## src/rtl/alu_seq_pkg.sv

```systemverilog
// alu_seq_pkg: shared types for the sequential ALU.
//   ALU_OP_W     - opcode width
//   alu_op_e     - operation encoding (OP_PASS .. OP_SHL, plus the two no-op codes)
//   alu_state_e  - control FSM states; ST_DIV_FRAC exists only when
//                  ALU_SEQ_FRAC_EN is defined
package alu_seq_pkg;

  localparam int ALU_OP_W = 3;

  typedef enum logic [ALU_OP_W-1:0] {
    OP_NONE = 3'b000,
    OP_PASS = 3'b001,
    OP_ADD  = 3'b010,
    OP_SUB  = 3'b011,
    OP_MUL  = 3'b100,
    OP_DIV  = 3'b101,
    OP_SHL  = 3'b110,
    OP_RSVD = 3'b111
  } alu_op_e;

  typedef enum logic [1:0] {
    ST_IDLE     = 2'd0,
    ST_MUL      = 2'd1,
`ifdef ALU_SEQ_FRAC_EN
    ST_DIV_INT  = 2'd2,
    ST_DIV_FRAC = 2'd3
`else
    ST_DIV_INT  = 2'd2
`endif
  } alu_state_e;

endpackage

```

## src/rtl/alu_seq_divstep.sv

```systemverilog
// alu_seq_divstep: one combinational restoring-division step.
//   rem_i  - partial remainder (always < div_i)
//   div_i  - divisor (non-zero)
//   bit_i  - next dividend bit shifted in below the remainder
//   rem_o  - next partial remainder
//   q_o    - quotient bit produced by this step
module alu_seq_divstep #(
  parameter int WIDTH = 16
) (
  input  logic [WIDTH-1:0] rem_i,
  input  logic [WIDTH-1:0] div_i,
  input  logic             bit_i,
  output logic [WIDTH-1:0] rem_o,
  output logic             q_o
);

  logic [WIDTH:0] trial;

  // rem_i < div_i, so trial < 2*div_i and the restored value fits in WIDTH bits.
  always_comb begin
    trial = {rem_i, bit_i};
    q_o   = (trial >= {1'b0, div_i});
    rem_o = q_o ? WIDTH'(trial - {1'b0, div_i}) : trial[WIDTH-1:0];
  end

endmodule

```

## src/rtl/alu_seq.sv

```systemverilog
// alu_seq: sequential ALU with start/ready/done handshake.
//   Clk, Reset       - clock, asynchronous active-high reset
//   Start, OP        - request and opcode, sampled while Ready=1
//   InputA, InputB   - operands, latched with Start
//   Ready            - idle, can accept Start
//   Done             - one-cycle pulse, results valid
//   Out1, Out2       - primary / secondary result (held until next result)
//   Zero, DivZero    - Out1==0, divide-by-zero flag (registered with results)
// PASS/ADD/SUB/SHL finish at the sampling edge; MUL is a WIDTH-step shift-add
// loop, DIV a WIDTH-step restoring loop. Define ALU_SEQ_FRAC_EN to add a
// FRAC_BITS-step fractional quotient phase that replaces the remainder in Out2.
module alu_seq
  import alu_seq_pkg::*;
#(
  parameter int WIDTH     = 16,
  parameter int FRAC_BITS = 8
) (
  input  logic                Clk,
  input  logic                Reset,
  input  logic                Start,
  input  logic [ALU_OP_W-1:0] OP,
  input  logic [WIDTH-1:0]    InputA,
  input  logic [WIDTH-1:0]    InputB,
  output logic                Ready,
  output logic                Done,
  output logic [WIDTH-1:0]    Out1,
  output logic [WIDTH-1:0]    Out2,
  output logic                Zero,
  output logic                DivZero
);

  localparam int             CW       = $clog2(WIDTH + 1);
  localparam logic [CW-1:0]  INT_LAST = CW'(WIDTH - 1);
`ifdef ALU_SEQ_FRAC_EN
  localparam logic [CW-1:0]  FRAC_LAST = CW'(FRAC_BITS - 1);
`endif

  alu_state_e       state_q, state_d;
  logic [CW-1:0]    cnt_q, cnt_d;
  // a: multiplicand / divisor; hi: product high half / partial remainder;
  // lo: multiplier being consumed / dividend shifting out, quotient shifting in.
  logic [WIDTH-1:0] a_q, a_d, hi_q, hi_d, lo_q, lo_d;
  logic [WIDTH-1:0] out1_q, out1_d, out2_q, out2_d;
  logic             zero_q, zero_d, divz_q, divz_d, done_q, done_d;
`ifdef ALU_SEQ_FRAC_EN
  logic [WIDTH-1:0] frac_q, frac_d;
`endif

  logic [WIDTH:0]     add_r, sub_r, mul_sum;
  logic [2*WIDTH-1:0] prod_nxt;
  logic [WIDTH-1:0]   res1, res2, ds_rem;
  logic               res_dz, wr, ds_q, ds_bit;

`ifdef ALU_SEQ_FRAC_EN
  assign ds_bit = (state_q == ST_DIV_INT) ? lo_q[WIDTH-1] : 1'b0;
`else
  assign ds_bit = lo_q[WIDTH-1];
`endif

  alu_seq_divstep #(.WIDTH(WIDTH)) u_divstep (
    .rem_i (hi_q),
    .div_i (a_q),
    .bit_i (ds_bit),
    .rem_o (ds_rem),
    .q_o   (ds_q)
  );

  always_comb begin
    state_d = state_q;
    cnt_d   = cnt_q;
    a_d     = a_q;
    hi_d    = hi_q;
    lo_d    = lo_q;
    out1_d  = out1_q;
    out2_d  = out2_q;
    zero_d  = zero_q;
    divz_d  = divz_q;
    done_d  = 1'b0;
`ifdef ALU_SEQ_FRAC_EN
    frac_d  = frac_q;
`endif
    res1    = '0;
    res2    = '0;
    res_dz  = 1'b0;
    wr      = 1'b0;

    add_r    = {1'b0, InputA} + {1'b0, InputB};
    sub_r    = {1'b0, InputA} - {1'b0, InputB};
    mul_sum  = {1'b0, hi_q} + (lo_q[0] ? {1'b0, a_q} : '0);
    prod_nxt = {mul_sum, lo_q[WIDTH-1:1]};

    case (state_q)
      ST_IDLE: begin
        if (Start) begin
          case (alu_op_e'(OP))
            OP_PASS: begin wr = 1'b1; res1 = InputB; end
            OP_ADD:  begin
              wr = 1'b1; res1 = add_r[WIDTH-1:0];
              res2 = {{(WIDTH-1){1'b0}}, add_r[WIDTH]};
            end
            OP_SUB:  begin
              wr = 1'b1; res1 = sub_r[WIDTH-1:0];
              res2 = {{(WIDTH-1){1'b0}}, sub_r[WIDTH]};
            end
            OP_SHL:  begin
              wr = 1'b1;
              res1 = (InputB >= WIDTH'(WIDTH)) ? '0 : (InputA << InputB);
            end
            OP_MUL:  begin
              a_d = InputA; hi_d = '0; lo_d = InputB;
              cnt_d = '0; state_d = ST_MUL;
            end
            OP_DIV:  begin
              if (InputB == '0) begin
                wr = 1'b1; res1 = '1; res2 = InputA; res_dz = 1'b1;
              end else begin
                a_d = InputB; hi_d = '0; lo_d = InputA;
                cnt_d = '0; state_d = ST_DIV_INT;
              end
            end
            default: wr = 1'b1;  // unused codes return zeros
          endcase
        end
      end
      ST_MUL: begin
        hi_d  = prod_nxt[2*WIDTH-1:WIDTH];
        lo_d  = prod_nxt[WIDTH-1:0];
        cnt_d = cnt_q + 1'b1;
        if (cnt_q == INT_LAST) begin
          wr = 1'b1; res1 = lo_d; res2 = hi_d; state_d = ST_IDLE;
        end
      end
      ST_DIV_INT: begin
        hi_d  = ds_rem;
        lo_d  = {lo_q[WIDTH-2:0], ds_q};
        cnt_d = cnt_q + 1'b1;
        if (cnt_q == INT_LAST) begin
`ifdef ALU_SEQ_FRAC_EN
          cnt_d = '0; frac_d = '0; state_d = ST_DIV_FRAC;
`else
          wr = 1'b1; res1 = lo_d; res2 = ds_rem; state_d = ST_IDLE;
`endif
        end
      end
`ifdef ALU_SEQ_FRAC_EN
      ST_DIV_FRAC: begin
        // Keep dividing the remainder with zeros shifted in; quotient stays in lo.
        hi_d   = ds_rem;
        frac_d = {frac_q[WIDTH-2:0], ds_q};
        cnt_d  = cnt_q + 1'b1;
        if (cnt_q == FRAC_LAST) begin
          wr = 1'b1; res1 = lo_q; res2 = frac_d; state_d = ST_IDLE;
        end
      end
`endif
      default: state_d = ST_IDLE;
    endcase

    if (wr) begin
      out1_d = res1;
      out2_d = res2;
      zero_d = (res1 == '0);
      divz_d = res_dz;
      done_d = 1'b1;
    end
  end

  always_ff @(posedge Clk or posedge Reset) begin
    if (Reset) begin
      state_q <= ST_IDLE;
      cnt_q   <= '0;
      a_q     <= '0;
      hi_q    <= '0;
      lo_q    <= '0;
      out1_q  <= '0;
      out2_q  <= '0;
      zero_q  <= 1'b1;
      divz_q  <= 1'b0;
      done_q  <= 1'b0;
`ifdef ALU_SEQ_FRAC_EN
      frac_q  <= '0;
`endif
    end else begin
      state_q <= state_d;
      cnt_q   <= cnt_d;
      a_q     <= a_d;
      hi_q    <= hi_d;
      lo_q    <= lo_d;
      out1_q  <= out1_d;
      out2_q  <= out2_d;
      zero_q  <= zero_d;
      divz_q  <= divz_d;
      done_q  <= done_d;
`ifdef ALU_SEQ_FRAC_EN
      frac_q  <= frac_d;
`endif
    end
  end

  assign Ready   = (state_q == ST_IDLE);
  assign Done    = done_q;
  assign Out1    = out1_q;
  assign Out2    = out2_q;
  assign Zero    = zero_q;
  assign DivZero = divz_q;

endmodule

```

## config.mk

```make
export PLATFORM = sky130hd
export DESIGN_NAME = alu_seq
export DESIGN_NICKNAME = d
export VERILOG_FILES = /design/src/rtl/alu_seq_pkg.sv /design/src/rtl/alu_seq_divstep.sv /design/src/rtl/alu_seq.sv
export SDC_FILE = /design/constraint.sdc
export NUM_CORES = 1
export LEC_CHECK = 0
export ABC_AREA = 1
export BUFFER_PORTS_ARGS = -buffer_cell sky130_fd_sc_hd__buf_2
export CORE_MARGIN = 3
export CORE_UTILIZATION = 40
export CTS_CLUSTER_SIZE = 40
export DETAILED_ROUTE_END_ITERATION = 8
export SKIP_CTS_REPAIR_TIMING = 1
export SLEW_MARGIN = 15
export SYNTH_ARGS = -nofsm -noshare
export SYNTH_HDL_FRONTEND = slang
export SYNTH_SLANG_ARGS = --single-unit
```

## constraint.sdc

```tcl
create_clock -name Clk -period 8.5 [get_ports Clk]
set_clock_uncertainty 0.2 [all_clocks]
set_input_delay 0.85 -clock Clk [delete_from_list [all_inputs] [get_ports Clk]]
set_output_delay 0.85 -clock Clk [all_outputs]
set_load 0.005 [all_outputs]
```

==> results.sh <==
export IMPL_outcome="finished, final reports clean"
export IMPL_yosys_area_top_type="dfrtp_1"
export IMPL_yosys_area_share_adder=0.106
export IMPL_p_sw_frac=0.508
export IMPL_cts_htree_levels=3
export IMPL_area_growth_pct=8.13
export IMPL_synth_top_area_frac=0.243
export IMPL_start_util=0.414
export IMPL_yosys_warnings=0
export IMPL_pwr_share_clk=0.150
export IMPL_peakVddDrop_uv=115
export IMPL_track_usage=0.268
export IMPL_clock_latency_ps=360
export IMPL_die_area_um2=24800
export IMPL_async_reset_ff_frac=1.00
export IMPL_numCtsBuffers=9
export IMPL_yosys_top_cells_area="dfrtp_1 24%, nand2_1 17%, ha_1 9.7%"
export IMPL_drive_gt1_frac=0.0796
export IMPL_die_h_um=157
export IMPL_ys_types=53
export IMPL_setup_viol=0
export IMPL_rows=54
export IMPL_synthCells=1431
export IMPL_r2r_start="state_q[0]"
export IMPL_antenna_cells=0
export IMPL_cp_end_kind="register"
export IMPL_cts_sinks=90
export IMPL_p_seq_frac=0.263
export IMPL_synth_flop_cell="dfrtp_1"
export IMPL_timing_rr_end="Out2[15]"
export IMPL_cp_slowest_stage_delay_ps=440
export IMPL_first_pass_iters=6
export IMPL_seq_area_frac_synth=0.246
export IMPL_criticalPathCategory="in -> reg"
export IMPL_syn_area_um2=9180
export IMPL_yosys_top_cells_count="404 x nand2_1, 161 x inv_1, 133 x o21ai_0"
export IMPL_nNetsFinal=1566
export IMPL_core_area_um2=22200
export IMPL_place_gp_congestion=1.01
export IMPL_intPower_uw=1240
export IMPL_cts_buffer_depth=2
export IMPL_drc_errors=0
export IMPL_yosys_area_share_xor_xnor=0.0191
export IMPL_crit_path_start_kind="input port"
export IMPL_reg2reg_depth=10
export IMPL_avgSynthCellArea_um2=6.41
export IMPL_ios=74
export IMPL_vias_per_cell=5.70
export IMPL_max_cap_violations=0
export IMPL_crit_slowest_cell="inv_2"
export IMPL_grt_pass1_vias=9251
export IMPL_hp_class="in -> async"
export IMPL_cts_tree="built"
export IMPL_die_w_um=157
export IMPL_overflow=0
export IMPL_grt_max_degree=70
export IMPL_io_buffers=73
export IMPL_post_place_ws_ps=4190
export IMPL_dr_total_vias=9909
export IMPL_worst_pin_slew_ps=1090
export IMPL_max_freq_mhz=252
export IMPL_fin_crit_sh=0.467
export IMPL_critPathArrivalTime_ps=4070
export IMPL_cp_data_required_time_ps=8600
export IMPL_grt_pass1_wl_um=51700
export IMPL_pwr_density_cell_nw_per_um2=253
export IMPL_yosys_area_share_simple=0.311
export IMPL_clk_pin_slew_ps=70
export IMPL_syn_nets=1544
export IMPL_cts_root_buf="clkbuf_16"
export IMPL_place_hpwl_um=26100
export IMPL_slew_viol_final=0
export IMPL_yosysMostFrequentCell="nand2_1"
export IMPL_antenna_found_initial=0
export IMPL_final_hold_viol_count=0
export IMPL_tns_ps=0
export IMPL_antenna_left=0
export IMPL_routed_wl_um=33500
export IMPL_wl_per_cell_um=19.3
export IMPL_final_util=0.448
export IMPL_rsz0062_at_grt="false"
export IMPL_synth_edff_count=0
export IMPL_synth_compound_area_frac=0.219
export IMPL_muxShareOfSynthArea=0.00109
export IMPL_synth_seq_cells=90
export IMPL_rrSetupSlack_ps=4550
export IMPL_setup_ws_ps=4530
export IMPL_dr_first_iter_drc_count=832
export IMPL_power_frac_comb=0.587
export IMPL_p_leak_uw=0.00506
export IMPL_switchingPower_uw=1280
export IMPL_path_cells="buf_2, nor2_1, nand2_1, nor2_4, nand2_2, nor2_4, nand2_2, a21oi_2, nand2_1, o21ai_2, nand2_4, inv_2, nand3_1, o21ai_0, inv_1, nand2_1"
export IMPL_critPathMaxFanout=43
export IMPL_synth_top_family_by_area="simple AND/OR/NAND/NOR gates"
export IMPL_maxSlewHeadroom=0.273
export IMPL_fin_crit_ps=3970
export IMPL_cp_common_cell="nand2_1"
[power groups by stage]
stage / registers [uW] / logic, uW / clock network (uW)
final: 662 / 1480 / 376
after global routing: 676 / 1660 / 400
after CTS: 661 / 1460 / 383
after detailed placement: 666 / 1460 / 0
after global placement: 667 / 1450 / 0
after floorplan: 633 / 1100 / 0
[critical path, delay by kind of cell]
kind                   cells  cell delay (ps)
buffers and inverters      3              630
and+or+nand+nor           10             2000
AOI/OAI and AO/OA          3              550
[routing by layer]
layer / global-route usage / routed length (um) / vias up
met1: 0.373 / 14700 / 4556
li1: - / - / 4878
met5: 0 / 0 / -
met2: 0.418 / 15000 / 391
met3: 0.0396 / 2460 / 84
met4: 0.112 / 1380 / 0
[state kept, by name, indices dropped and copies added (netlist names)]
| signal | cells |
|---|---|
| DivZero | 1 |
| Done | 1 |
| Out1 | 16 |
| Out2 | 16 |
| Zero | 1 |
| a_q | 16 |
| cnt_q | 5 |
| hi_q | 16 |
| lo_q | 16 |
| state_q | 2 |
[stage by stage]
| step | hold slack, ps | cell area, um^2 | total power, uW | std cells |
|---|---|---|---|---|
| finish | 240 | 9920 | 2510 | 1737 |
| global route | 266 | 9920 | 2740 | 1737 |
| CTS | 245 | 9920 | 2510 | 1737 |
| detailed placement | 263 | 9650 | 2120 | 1722 |
| global placement | 263 | 9650 | 2120 | 1722 |
| floorplan | 252 | 9180 | 1730 | 1431 |
[logic make-up (layout without fill, tap and decap cells)]
logic type,count (synthesis),after routing
DFF,90,90
AOI/OAI and AO/OA,344,344
adders and majority gates,75,75
buffers and inverters,233,259
muxes,1,1
and+or+nand+nor,668,668
xor gates and xnor gates,20,20
[cell type report]
cell class | instances | area, um^2
inverter | 169 | 638
clock inverter | 6 | 42.5
sequential | 90 | 2250
timing repair buffer | 75 | 380
tap | 280 | 350
clock buffer | 9 | 225
fill | 2387 | 12200
multi-input combinational | 1108 | 6030
[worst max path at each step]
| stage | depth (start not counted) | from | to | slack, ps |
|---|---|---|---|---|
| detailed placement | 13 | OP[1] | hi_q[10] | 4190 |
| global placement | 16 | InputB[7] | Out2[12] | 4260 |
| floorplan | 1 | Reset | DivZero | 5120 |
| finish | 16 | InputB[7] | Out2[15] | 4530 |
| CTS | 12 | OP[1] | hi_q[10] | 4560 |
| global route | 12 | OP[1] | hi_q[5] | 4170 |
[cell usage in the layout, fill, tap and decap left out, drive strengths merged, types with 4 or more instances in the layout]
cell and instances:
ha 71, nand3 106, a21oi 85, o21ai 140, nand2 407, nand4 38
o21bai 5, xnor2 8, a31oi 6, a21boi 6, nor3 17, dfrtp 89
a21o 6, clkinv 8, nor2 92, a22o 9, o22ai 21, buf 75
fa 4, xor2 12, o211ai 51, clkbuf 9, inv 165
No activity file was read; power rests on OpenSTA's default activity.
